### config.mk
export PLATFORM = sky130hd
export DESIGN_NAME = hazard_bubble_ctrl_flat
export DESIGN_NICKNAME = d
export VERILOG_FILES = /design/src/rtl/hazard_bubble_ctrl_if.sv /design/src/rtl/hazard_bubble_ctrl.sv /design/src/flat_wrapper.sv
export SDC_FILE = /design/constraint.sdc
export NUM_CORES = 1
export LEC_CHECK = 0
export CAP_MARGIN = 10
export CORE_UTILIZATION = 45
export DETAILED_ROUTE_END_ITERATION = 10
export GPL_ROUTABILITY_DRIVEN = 0
export PLACE_DENSITY = 0.86
export SYNTH_ARGS = -nofsm -noshare
export SYNTH_HDL_FRONTEND = slang
export SYNTH_SLANG_ARGS = --single-unit
### constraint.sdc
create_clock -name clk -period 2.3 [get_ports clk]
set_input_delay 0.69 -clock clk [delete_from_list [all_inputs] [get_ports clk]]
set_output_delay 0.69 -clock clk [all_outputs]
set_load 0.03 [all_outputs]
### src/rtl/hazard_bubble_ctrl_if.sv
// -----------------------------------------------------------------------------
// hazard_bubble_ctrl_if
// Groups the fetch-to-decode signals of the LC-3b hazard bubble unit.
//   ir_in         fetched instruction (driven by fetch / bench)
//   stall         pipeline stall, freezes bubble state
//   flush         early control resolution, cancels remaining bubbles
//   cnt_clr       synchronous clear of both perf counters
//   ir_out        instruction handed to decode (NOP during a bubble)
//   pc_ld         PC load enable, low during a bubble
//   bubble_active high while bubbles remain
//   remaining     bubbles still to insert
//   bubble_cnt    saturating count of bubble cycles issued
//   cycle_cnt     saturating count of cycles since reset or clear
// master: the fetch side that drives ir_in/stall/flush/cnt_clr.
// slave : the hazard unit itself.
// -----------------------------------------------------------------------------
`timescale 1ns/1ps
interface hazard_bubble_ctrl_if #(
    parameter int WORD_W = 16,
    parameter int CNT_W  = 16,
    parameter int REM_W  = 2
);
    logic [WORD_W-1:0] ir_in;
    logic              stall;
    logic              flush;
    logic              cnt_clr;
    logic [WORD_W-1:0] ir_out;
    logic              pc_ld;
    logic              bubble_active;
    logic [REM_W-1:0]  remaining;
    logic [CNT_W-1:0]  bubble_cnt;
    logic [CNT_W-1:0]  cycle_cnt;

    modport master (
        output ir_in, stall, flush, cnt_clr,
        input  ir_out, pc_ld, bubble_active, remaining, bubble_cnt, cycle_cnt
    );

    modport slave (
        input  ir_in, stall, flush, cnt_clr,
        output ir_out, pc_ld, bubble_active, remaining, bubble_cnt, cycle_cnt
    );
endinterface

### src/rtl/hazard_bubble_ctrl.sv
// -----------------------------------------------------------------------------
// hazard_bubble_ctrl
// Control/load hazard unit between the fetch IR and the decode IR of the LC-3b
// pipeline. Control instructions (taken-capable BR, JMP, JSR, TRAP) and loads
// (LDR, LDB, LDI) pass through, then a configurable number of all-zero NOP
// bubbles is inserted while PC load is frozen. A flush cancels pending bubbles.
// Two saturating counters report bubble cycles and total cycles.
// Ports:
//   clk      clock
//   reset_n  asynchronous active-low reset
//   bus      hazard_bubble_ctrl_if.slave (see the interface for the signal list)
// REM_W must match the REM_W of the connected interface.
// -----------------------------------------------------------------------------
`timescale 1ns/1ps
module hazard_bubble_ctrl #(
    parameter int WORD_W       = 16,
    parameter int CTRL_BUBBLES = 1,
    parameter int LOAD_BUBBLES = 3,
    parameter int CNT_W        = 16,
    parameter int REM_W        =
        (((CTRL_BUBBLES > LOAD_BUBBLES) ? CTRL_BUBBLES : LOAD_BUBBLES) > 0)
            ? $clog2(((CTRL_BUBBLES > LOAD_BUBBLES) ? CTRL_BUBBLES : LOAD_BUBBLES) + 1)
            : 1
) (
    input logic                clk,
    input logic                reset_n,
    hazard_bubble_ctrl_if.slave bus
);

    typedef enum logic [1:0] {
        CLS_OTHER,
        CLS_CTRL,
        CLS_LOAD
    } ir_class_e;

    localparam logic [REM_W-1:0] CTRL_N  = REM_W'(CTRL_BUBBLES);
    localparam logic [REM_W-1:0] LOAD_N  = REM_W'(LOAD_BUBBLES);
    localparam logic [CNT_W-1:0] CNT_MAX = '1;

    logic [3:0]       opcode;
    logic [2:0]       nzp;
    ir_class_e        ir_class;

    logic [REM_W-1:0] remaining_q, remaining_d;
    logic [CNT_W-1:0] bubble_cnt_q, bubble_cnt_d;
    logic [CNT_W-1:0] cycle_cnt_q, cycle_cnt_d;
    logic             in_bubble;

    assign opcode    = bus.ir_in[WORD_W-1 -: 4];
    assign nzp       = bus.ir_in[WORD_W-5 -: 3];
    assign in_bubble = (remaining_q != '0);

    // BR with nzp=000 never branches, so it is treated as a plain NOP.
    // NOTE: every signal driven in always_comb gets a default first, so no path
    // leaves it unassigned and no latch is inferred.
    always_comb begin
        ir_class = CLS_OTHER;
        unique case (opcode)
            4'b0000:                   ir_class = (nzp != 3'b000) ? CLS_CTRL : CLS_OTHER;
            4'b1100, 4'b0100, 4'b1111: ir_class = CLS_CTRL;
            4'b0110, 4'b0010, 4'b1010: ir_class = CLS_LOAD;
            default:                   ir_class = CLS_OTHER;
        endcase
    end

    // Next remaining in priority order: flush, stall, countdown, new sequence.
    // ir_in is only classified when no bubble is pending.
    always_comb begin
        remaining_d = '0;
        if (bus.flush) begin
            remaining_d = '0;
        end else if (bus.stall) begin
            remaining_d = remaining_q;
        end else if (in_bubble) begin
            remaining_d = remaining_q - REM_W'(1);
        end else if (ir_class == CLS_CTRL) begin
            remaining_d = CTRL_N;
        end else if (ir_class == CLS_LOAD) begin
            remaining_d = LOAD_N;
        end
    end

    // Counters saturate; clear overrides the increment in the same cycle.
    always_comb begin
        bubble_cnt_d = bubble_cnt_q;
        cycle_cnt_d  = cycle_cnt_q;
        if (bus.cnt_clr) begin
            bubble_cnt_d = '0;
            cycle_cnt_d  = '0;
        end else begin
            if (cycle_cnt_q != CNT_MAX) begin
                cycle_cnt_d = cycle_cnt_q + CNT_W'(1);
            end
            if (in_bubble && !bus.stall && !bus.flush && (bubble_cnt_q != CNT_MAX)) begin
                bubble_cnt_d = bubble_cnt_q + CNT_W'(1);
            end
        end
    end

    // NOTE: state registers use non-blocking assignments so every flop samples
    // the pre-edge values regardless of process evaluation order.
    always_ff @(posedge clk or negedge reset_n) begin
        if (!reset_n) begin
            remaining_q  <= '0;
            bubble_cnt_q <= '0;
            cycle_cnt_q  <= '0;
        end else begin
            remaining_q  <= remaining_d;
            bubble_cnt_q <= bubble_cnt_d;
            cycle_cnt_q  <= cycle_cnt_d;
        end
    end

    // Outputs depend only on registered state (and ir_in for pass-through),
    // so an async reset takes effect without a clock edge.
    assign bus.ir_out        = in_bubble ? '0 : bus.ir_in;
    assign bus.pc_ld         = !in_bubble;
    assign bus.bubble_active = in_bubble;
    assign bus.remaining     = remaining_q;
    assign bus.bubble_cnt    = bubble_cnt_q;
    assign bus.cycle_cnt     = cycle_cnt_q;

endmodule

### src/flat_wrapper.sv
// flat-port wrapper written by rule: the top's interface ports become plain ports
module hazard_bubble_ctrl_flat 
#(
    parameter int WORD_W       = 16,
    parameter int CTRL_BUBBLES = 1,
    parameter int LOAD_BUBBLES = 3,
    parameter int CNT_W        = 16,
    parameter int REM_W        =
        (((CTRL_BUBBLES > LOAD_BUBBLES) ? CTRL_BUBBLES : LOAD_BUBBLES) > 0)
            ? $clog2(((CTRL_BUBBLES > LOAD_BUBBLES) ? CTRL_BUBBLES : LOAD_BUBBLES) + 1)
            : 1
)
  (clk, reset_n, bus_ir_in, bus_stall, bus_flush, bus_cnt_clr, bus_ir_out, bus_pc_ld, bus_bubble_active, bus_remaining, bus_bubble_cnt, bus_cycle_cnt);
  hazard_bubble_ctrl_if #(.WORD_W(WORD_W), .CNT_W(CNT_W), .REM_W(REM_W)) bus_i ();
  input logic clk;
  input logic reset_n;
  input wire logic [$bits(bus_i.ir_in)-1:0] bus_ir_in;
  input wire logic [$bits(bus_i.stall)-1:0] bus_stall;
  input wire logic [$bits(bus_i.flush)-1:0] bus_flush;
  input wire logic [$bits(bus_i.cnt_clr)-1:0] bus_cnt_clr;
  output wire logic [$bits(bus_i.ir_out)-1:0] bus_ir_out;
  output wire logic [$bits(bus_i.pc_ld)-1:0] bus_pc_ld;
  output wire logic [$bits(bus_i.bubble_active)-1:0] bus_bubble_active;
  output wire logic [$bits(bus_i.remaining)-1:0] bus_remaining;
  output wire logic [$bits(bus_i.bubble_cnt)-1:0] bus_bubble_cnt;
  output wire logic [$bits(bus_i.cycle_cnt)-1:0] bus_cycle_cnt;
  assign bus_i.ir_in = bus_ir_in;
  assign bus_i.stall = bus_stall;
  assign bus_i.flush = bus_flush;
  assign bus_i.cnt_clr = bus_cnt_clr;
  assign bus_ir_out = bus_i.ir_out;
  assign bus_pc_ld = bus_i.pc_ld;
  assign bus_bubble_active = bus_i.bubble_active;
  assign bus_remaining = bus_i.remaining;
  assign bus_bubble_cnt = bus_i.bubble_cnt;
  assign bus_cycle_cnt = bus_i.cycle_cnt;
  hazard_bubble_ctrl #(.WORD_W(WORD_W), .CTRL_BUBBLES(CTRL_BUBBLES), .LOAD_BUBBLES(LOAD_BUBBLES), .CNT_W(CNT_W), .REM_W(REM_W)) u_core (.clk(clk), .reset_n(reset_n), .bus(bus_i));
endmodule
==> run metrics, run 1 <==
outcome complete, no violations; Rel. slew slack 0.515; Hold Violations, Final 0; met1 WL 2450 um; io pins 73; WL final 5340 um; share of cells above drive strength 1 0.156; critical path peak fanout 4; count of unique library cells instantiated by Yosys 39; Hold Crit Class reg -> reg; antenna cells 0; vias in the first global route 1923; cts hold-fix bufs 0; clock latency on the worst-skew pair 0.30 ns; nets@finish between 300 and 400; DRC viols 0; minimum clock period 2.25 ns; I/O Buffers a little over 70; largest net degree at the start of global routing 38; Netlist Area Pre-Place 2030 um^2; Core Area 4350 um^2; clock root buffer clkbuf_8; Final TNS setup 0 ns; Fmax around 440 MHz; Antenna Nets Post-Route 0; First DRT Iteration DRCs ~180; vias per cell 5.82; Initial Util 0.465; Gate Count Post-Synth 230; die footprint 4770 um^2; global route overflow 0; Max Cap Viol 0; CTS tree yes; Final Max Tran Viols 0; Ys Warns 0; DRT Pass-1 Iters 4; area grow syn2layout 46.4%; worst endpoint required time 1.61 ns; GRT Overall Usage 0.235; initial antenna violation count 0; Worst Setup Start Kind primary input; worst slew pin tran 0.721 ns; Crit Path Category in -> out; first-pass GRT wire length about 9000 um; H-tree depth 2; Worst-path clk slew 0.07 ns; Die H between 60 and 70 um; worst-case clock buffer depth 2; Worst Path Buf+Inv 3; Fillers 346; total power 1.43 mW; Worst Path Arrival 1.56 ns; dpl hpwl approximately 3900 um; via count 2137; syn nets 254; cell family with most CP delay buffers and inverters; final setup fails 0; synthesized flop and latch total 34; Worst VDD drop 0.369 mV; Worst setup EP type output port; Avg Inst Size Synth 8.81 um^2; CTS buffer count 5; slowest cell delay on critical path 0.52 ns; Chip Width 69.1 um; LEAKAGE 1.16 nW; Clock Skew 0.00853 ns; CTS sink count 34; pwr dens 482 nW/um^2; Std-Cell Rows 24; WL/cell around 15 um; met3 routed WL 276 um; CP max-delay cell clkdlybuf4s50_1; Final Cycle Share 0.978; RSZ-0062 raised after global routing false; met2 WL approximately 2600 um; Highest Signal Layer met4; crit-path cells clkdlybuf4s50_1, inv_1, nor2_1, buf_4; sequential area share after synthesis 0.420
-- where the power goes --
part / total (mW) / internal [mW] / switching, mW
Clock: 0.548 / 0.324 / 0.224
Combinational: 0.270 / 0.116 / 0.154
Sequential: 0.613 / 0.604 / 0.00829
-- logic make-up after synthesis --
group / count (synthesis) / synth area share
XOR/XNOR: 1 / 0.00432
adder cells (fa/ha/maj): 3 / 0.0185
multiplexers: 6 / 0.0321
flip-flops: 34 / 0.420
buffers and inverters: 21 / 0.0426
AO/OA/AOI/OAI: 53 / 0.154
AND/OR/NAND/NOR: 112 / 0.328
-- cells in the mapped netlist --
cell type	number	area (um^2)
dfrtp_1	34	851
a21oi_1	22	110
and2_1	16	100
nor2_1	16	60.1
o21ai_0	13	65.1
or4_1	13	97.6
o31ai_1	12	90.1
nand3_1	11	55.1
nand4_1	10	62.6
nor3_1	10	50.1
inv_1	9	33.8
or3_1	8	50.1
clkbuf_1	7	26.3
nand2_1	5	18.8
nor4_1	5	31.3
mux2_2	4	45.0
and3_1	3	18.8
buf_2	3	15.0
ha_1	3	37.5
nor2b_1	3	18.8
a211oi_1	2	15.0
and4_1	2	17.5
mux2i_1	2	20.0
nand3b_1	2	15.0
a311oi_1	1	8.76
a31oi_1	1	6.26
clkbuf_2	1	5.00
inv_4	1	6.26
nand4b_1	1	8.76
nor4_2	1	12.5
nor4bb_1	1	10.0
o311ai_0	1	8.76
o41ai_1	1	8.76
or2_0	1	6.26
or2_2	1	6.26
or2_4	1	8.76
or2b_1	1	7.51
or3b_2	1	8.76
xor2_1	1	8.76
-- layer usage --
metal  vias to the layer above  track usage
li1                       1042            -
met1                      1029        0.328
met2                        60        0.361
met3                         6       0.0585
met4                         0       0.0658
met5                         -            0
-- final timing paths --
kind | from | to | slack (ns) | cells after the start
max reg2reg | u_core.bus.bubble_cnt[1] | u_core.bus.bubble_cnt[10] | 0.18 | 5
min reg2reg | u_core.bus.cycle_cnt[7] | u_core.bus.cycle_cnt[7] | 0.56 | 1
min in group asynchronous | reset_n | u_core.bus.cycle_cnt[10] | 0.80 | 2
max | bus_ir_in[13] | bus_ir_out[13] | 0.05 | 4
max in group asynchronous | reset_n | u_core.bus.bubble_cnt[0] | 1.19 | 2
min | u_core.bus.cycle_cnt[7] | u_core.bus.cycle_cnt[7] | 0.56 | 1
-- through the flow --
step,setup WS (ns),area (um^2),instances,utilization,hold WS [ns]
6_report,0.0495,2970,367,0.681,0.564
5_1_grt,0.00514,2970,367,0.681,0.579
4_1_cts,0.0500,2960,366,0.679,0.556
3_5_place_dp,-0.471,2840,357,0.653,0.545
3_3_place_gp,-0.408,2840,357,0.653,0.536
2_1_floorplan,0.0800,2030,230,-,0.394
-- final cells by class --
cell class	instances	area, um^2	share of cell area
Timing Repair Buffer	88	808	0.273
Tap cell	52	65.1	0.0219
Clock buffer	7	76.3	0.0257
Inverter	10	40.0	0.0135
Clock inverter	1	30.0	0.0101
Multi-Input combinational cell	175	1090	0.369
Sequential cell	34	851	0.287
-- layout by cell type, fill, tap and decap left out, drive strengths merged, types with 3 or more instances in the layout --
master,n
or2,3
nand2,5
nor4,6
clkbuf,7
o21ai,13
nand3,11
nand4,10
and3,3
dfrtp,34
or3,8
buf,32
and2,16
dlygate4sd2,4
inv,10
or4,13
o31ai,12
clkdlybuf4s50,52
nor2b,3
ha,3
nor2,16
nor3,10
a21oi,22
mux2,4
-- what timing repair did --
| item | CTS | global route |
|---|---|---|
| resized for setup | 7 | 0 |
| endpoints found under the setup margin | 10 | 8 |
| buffers inserted | 1 | 1 |
| pin swaps | 4 | 0 |
| gates cloned | 0 | 0 |
| hold endpoints to repair | 0 | 0 |
-- state kept, by name, summed over array words and instances, names as in the netlist --
signal and count:
u_core.bus.bubble_cnt 16, u_core.bus.remaining 2, u_core.bus.cycle_cnt 16
Note: power is estimated with default switching activity, not from simulation.
==> inputs of run 2 (changes only) <==
--- a/config.mk
+++ b/config.mk
@@ -8,7 +8,6 @@
 export CAP_MARGIN = 10
 export CORE_UTILIZATION = 45
 export DETAILED_ROUTE_END_ITERATION = 10
-export GPL_ROUTABILITY_DRIVEN = 0
 export PLACE_DENSITY = 0.86
 export SYNTH_ARGS = -nofsm -noshare
 export SYNTH_HDL_FRONTEND = slang
==> results of run 2 <==
Final layout, timing and power as in run 1 (identical DEF).
==> inputs of run 3 (changes only) <==
--- a/config.mk
+++ b/config.mk
@@ -6,9 +6,10 @@
 export NUM_CORES = 1
 export LEC_CHECK = 0
 export CAP_MARGIN = 10
-export CORE_UTILIZATION = 45
+export CORE_UTILIZATION = 40
 export DETAILED_ROUTE_END_ITERATION = 10
-export PLACE_DENSITY = 0.86
+export GPL_TIMING_DRIVEN = 0
+export PLACE_DENSITY = 0.82
 export SYNTH_ARGS = -nofsm -noshare
 export SYNTH_HDL_FRONTEND = slang
 export SYNTH_SLANG_ARGS = --single-unit
==> constraint.sdc (replaced) <==
create_clock -name clk -period 2.05 [get_ports clk]
set_input_delay 0.615 -clock clk [delete_from_list [all_inputs] [get_ports clk]]
set_output_delay 0.615 -clock clk [all_outputs]
set_load 0.03 [all_outputs]
==> run 3 against run 2 <==
The run now ends with setup timing left. Utilization down 1.4 points. Non-clock buffer count up 9. Clock-buffer cell count unchanged. Sequential cell count unchanged. Clock skew up 0.0030 ns. Register-to-register slack worse by 0.16 ns. Critical path depth up 1. Critical path type is now reg -> out. Largest power group unchanged.
==> run metrics, run 3 (synthesized netlist as in run 1, its figures left out) <==
outcome finished, violations left; failing checks setup timing; post-route setup slack -0.0286 ns; nets@finish 348; Max Cap Viol 0; WL final 6120 um; total power 1.54 mW; FF-to-FF path depth 7; vias in the first global route 2099; Sw Share 0.285; critical path peak fanout 5; Hold Violations, Final 0; die footprint 5350 um^2; final setup fails 9; clock root buffer clkbuf_8; FF+latch area 860 um^2; cts hold-fix bufs 0; fin util 0.667; multi-input logic area 1210 um^2; largest net degree at the start of global routing 35; GRT Overall Usage 0.233; first-pass GRT wire length 9600 um; most frequent cells in the layout dfrtp_1 (27), clkdlybuf4s50_1 (23), a21oi_1 (20), dlymetal6s2s_1 (17), buf_4 (16); CTS tree yes; Final Max Tran Viols 0; CTS sink count 34; global route overflow 0; LEAKAGE 1.60 nW; share of cells above drive strength 1 0.280; P_int around 1.1 mW; H-tree depth 2; Initial Util 0.423; dpl hpwl 3920 um; worst endpoint required time 1.43 ns; Antenna Nets Post-Route 0; Worst Setup Start Kind flop; Fillers about 360; Worst setup EP type output port; Reg-to-Reg Start u_core.bus.remaining[1]; io pins 73; minimum clock period roughly 2.1 ns; antenna cells 0; Worst Path Arrival 1.46 ns; CTS buffer count 5; Std-Cell Rows 25; most common cell after layout, fill and taps aside dfrtp_1; pwr dens about 480 nW/um^2; I/O Buffers 71; WHS 0.397 ns; initial antenna violation count 0; vias per cell 5.58; Hold Crit Class in -> async; WL/cell 15.6 um; part of the power in the clock network 0.333; Gate power share 0.218; crit path capture bus_ir_out[7]; via count 2187; Flop pwr share 0.449; worst-case clock buffer depth 2; Worst-path clk slew approximately 0.07 ns; RSZ-0062 raised after global routing true; worst slew pin tran slightly below 0.8 ns; Die H between 70 and 80 um; Crit Path Category reg -> out; Final Cycle Share 1.01; Worst VDD drop 0.349 mV; reg-to-reg endpoint u_core.bus.bubble_cnt[10]; r2r setup slk 0.02 ns; First DRT Iteration DRCs 133; clock latency on the worst-skew pair 0.29 ns; Chip Width 73.2 um; Rel. slew slack 0.486; Fmax 481 MHz; GPL Wtd Cong 0.874; origin of the worst setup path u_core.bus.remaining[0]; area grow syn2layout 57.6%; P_sw 439 uW; DRC viols 0; DRT Pass-1 Iters 4; Clock Skew 0.0115 ns; Core Area 4790 um^2
## run 3: power groups by stage
stage	combinational (mW)	clock, mW	sequential [mW]
floorplan	0.142	0	0.715
global placement	0.301	0	0.703
detailed placement	0.304	0	0.703
CTS	0.329	0.522	0.689
global route	0.357	0.551	0.691
finish	0.336	0.513	0.691
## run 3: how the worst min path moves through the flow
| stage | cells after the start | end | slack (ns) |
|---|---|---|---|
| 2_1_floorplan | 0 | u_core.bus.bubble_cnt[0] | 0.32 |
| 3_3_place_gp | 1 | u_core.bus.cycle_cnt[7] | 0.54 |
| 3_5_place_dp | 1 | u_core.bus.cycle_cnt[7] | 0.56 |
| 4_1_cts | 1 | u_core.bus.bubble_cnt[2] | 0.42 |
| 5_1_grt | 1 | u_core.bus.bubble_cnt[2] | 0.45 |
| 6_report | 1 | u_core.bus.bubble_cnt[2] | 0.40 |
## run 3: layout make-up
class,count,area share
multi-input combinational,175,0.380
tap,67,0.0263
inverter,10,0.0133
buffer,10,0.0212
clock inverter,1,0.00157
timing repair inverter,1,0.00196
timing repair buffer,87,0.260
clock buffer,7,0.0270
sequential,34,0.269
## run 3: what timing repair did
| item | 4_1_cts | 5_1_grt |
|---|---|---|
| pin swaps | 19 | 8 |
| setup endpoints to repair | 43 | 46 |
| resized for setup | 156 | 38 |
| buffers inserted | 9 | 6 |
| gates cloned | 2 | 0 |
## run 3: worst max-delay path, stage by stage (launching register included)
cell     delay (ns)
dfrtp_2        0.41
or2_4          0.29
inv_4          0.09
buf_6          0.11
and2_4         0.14
buf_6          0.12
## run 3: per-stage QoR
stage | instances | cell area (um^2) | TNS [ns] | setup WS, ns
after detailed placement | 368 | 2850 | -15.53 | -0.663
after CTS | 387 | 3060 | -0.122 | -0.0424
after floorplan | 230 | 2060 | -0.352 | -0.0921
after global routing | 392 | 3190 | -0.722 | -0.0702
final | 392 | 3190 | -0.139 | -0.0286
after global placement | 368 | 2850 | -28.89 | -0.620
## run 3: layer usage
metal | share of wire | vias to the layer above | GRT usage
met1 | 0.42 | 1041 | 0.300
met4 | 0.020 | 0 | 0.113
met2 | 0.51 | 70 | 0.371
met3 | 0.044 | 13 | 0.0497
li1 | - | 1063 | -
met5 | 0 | - | 0
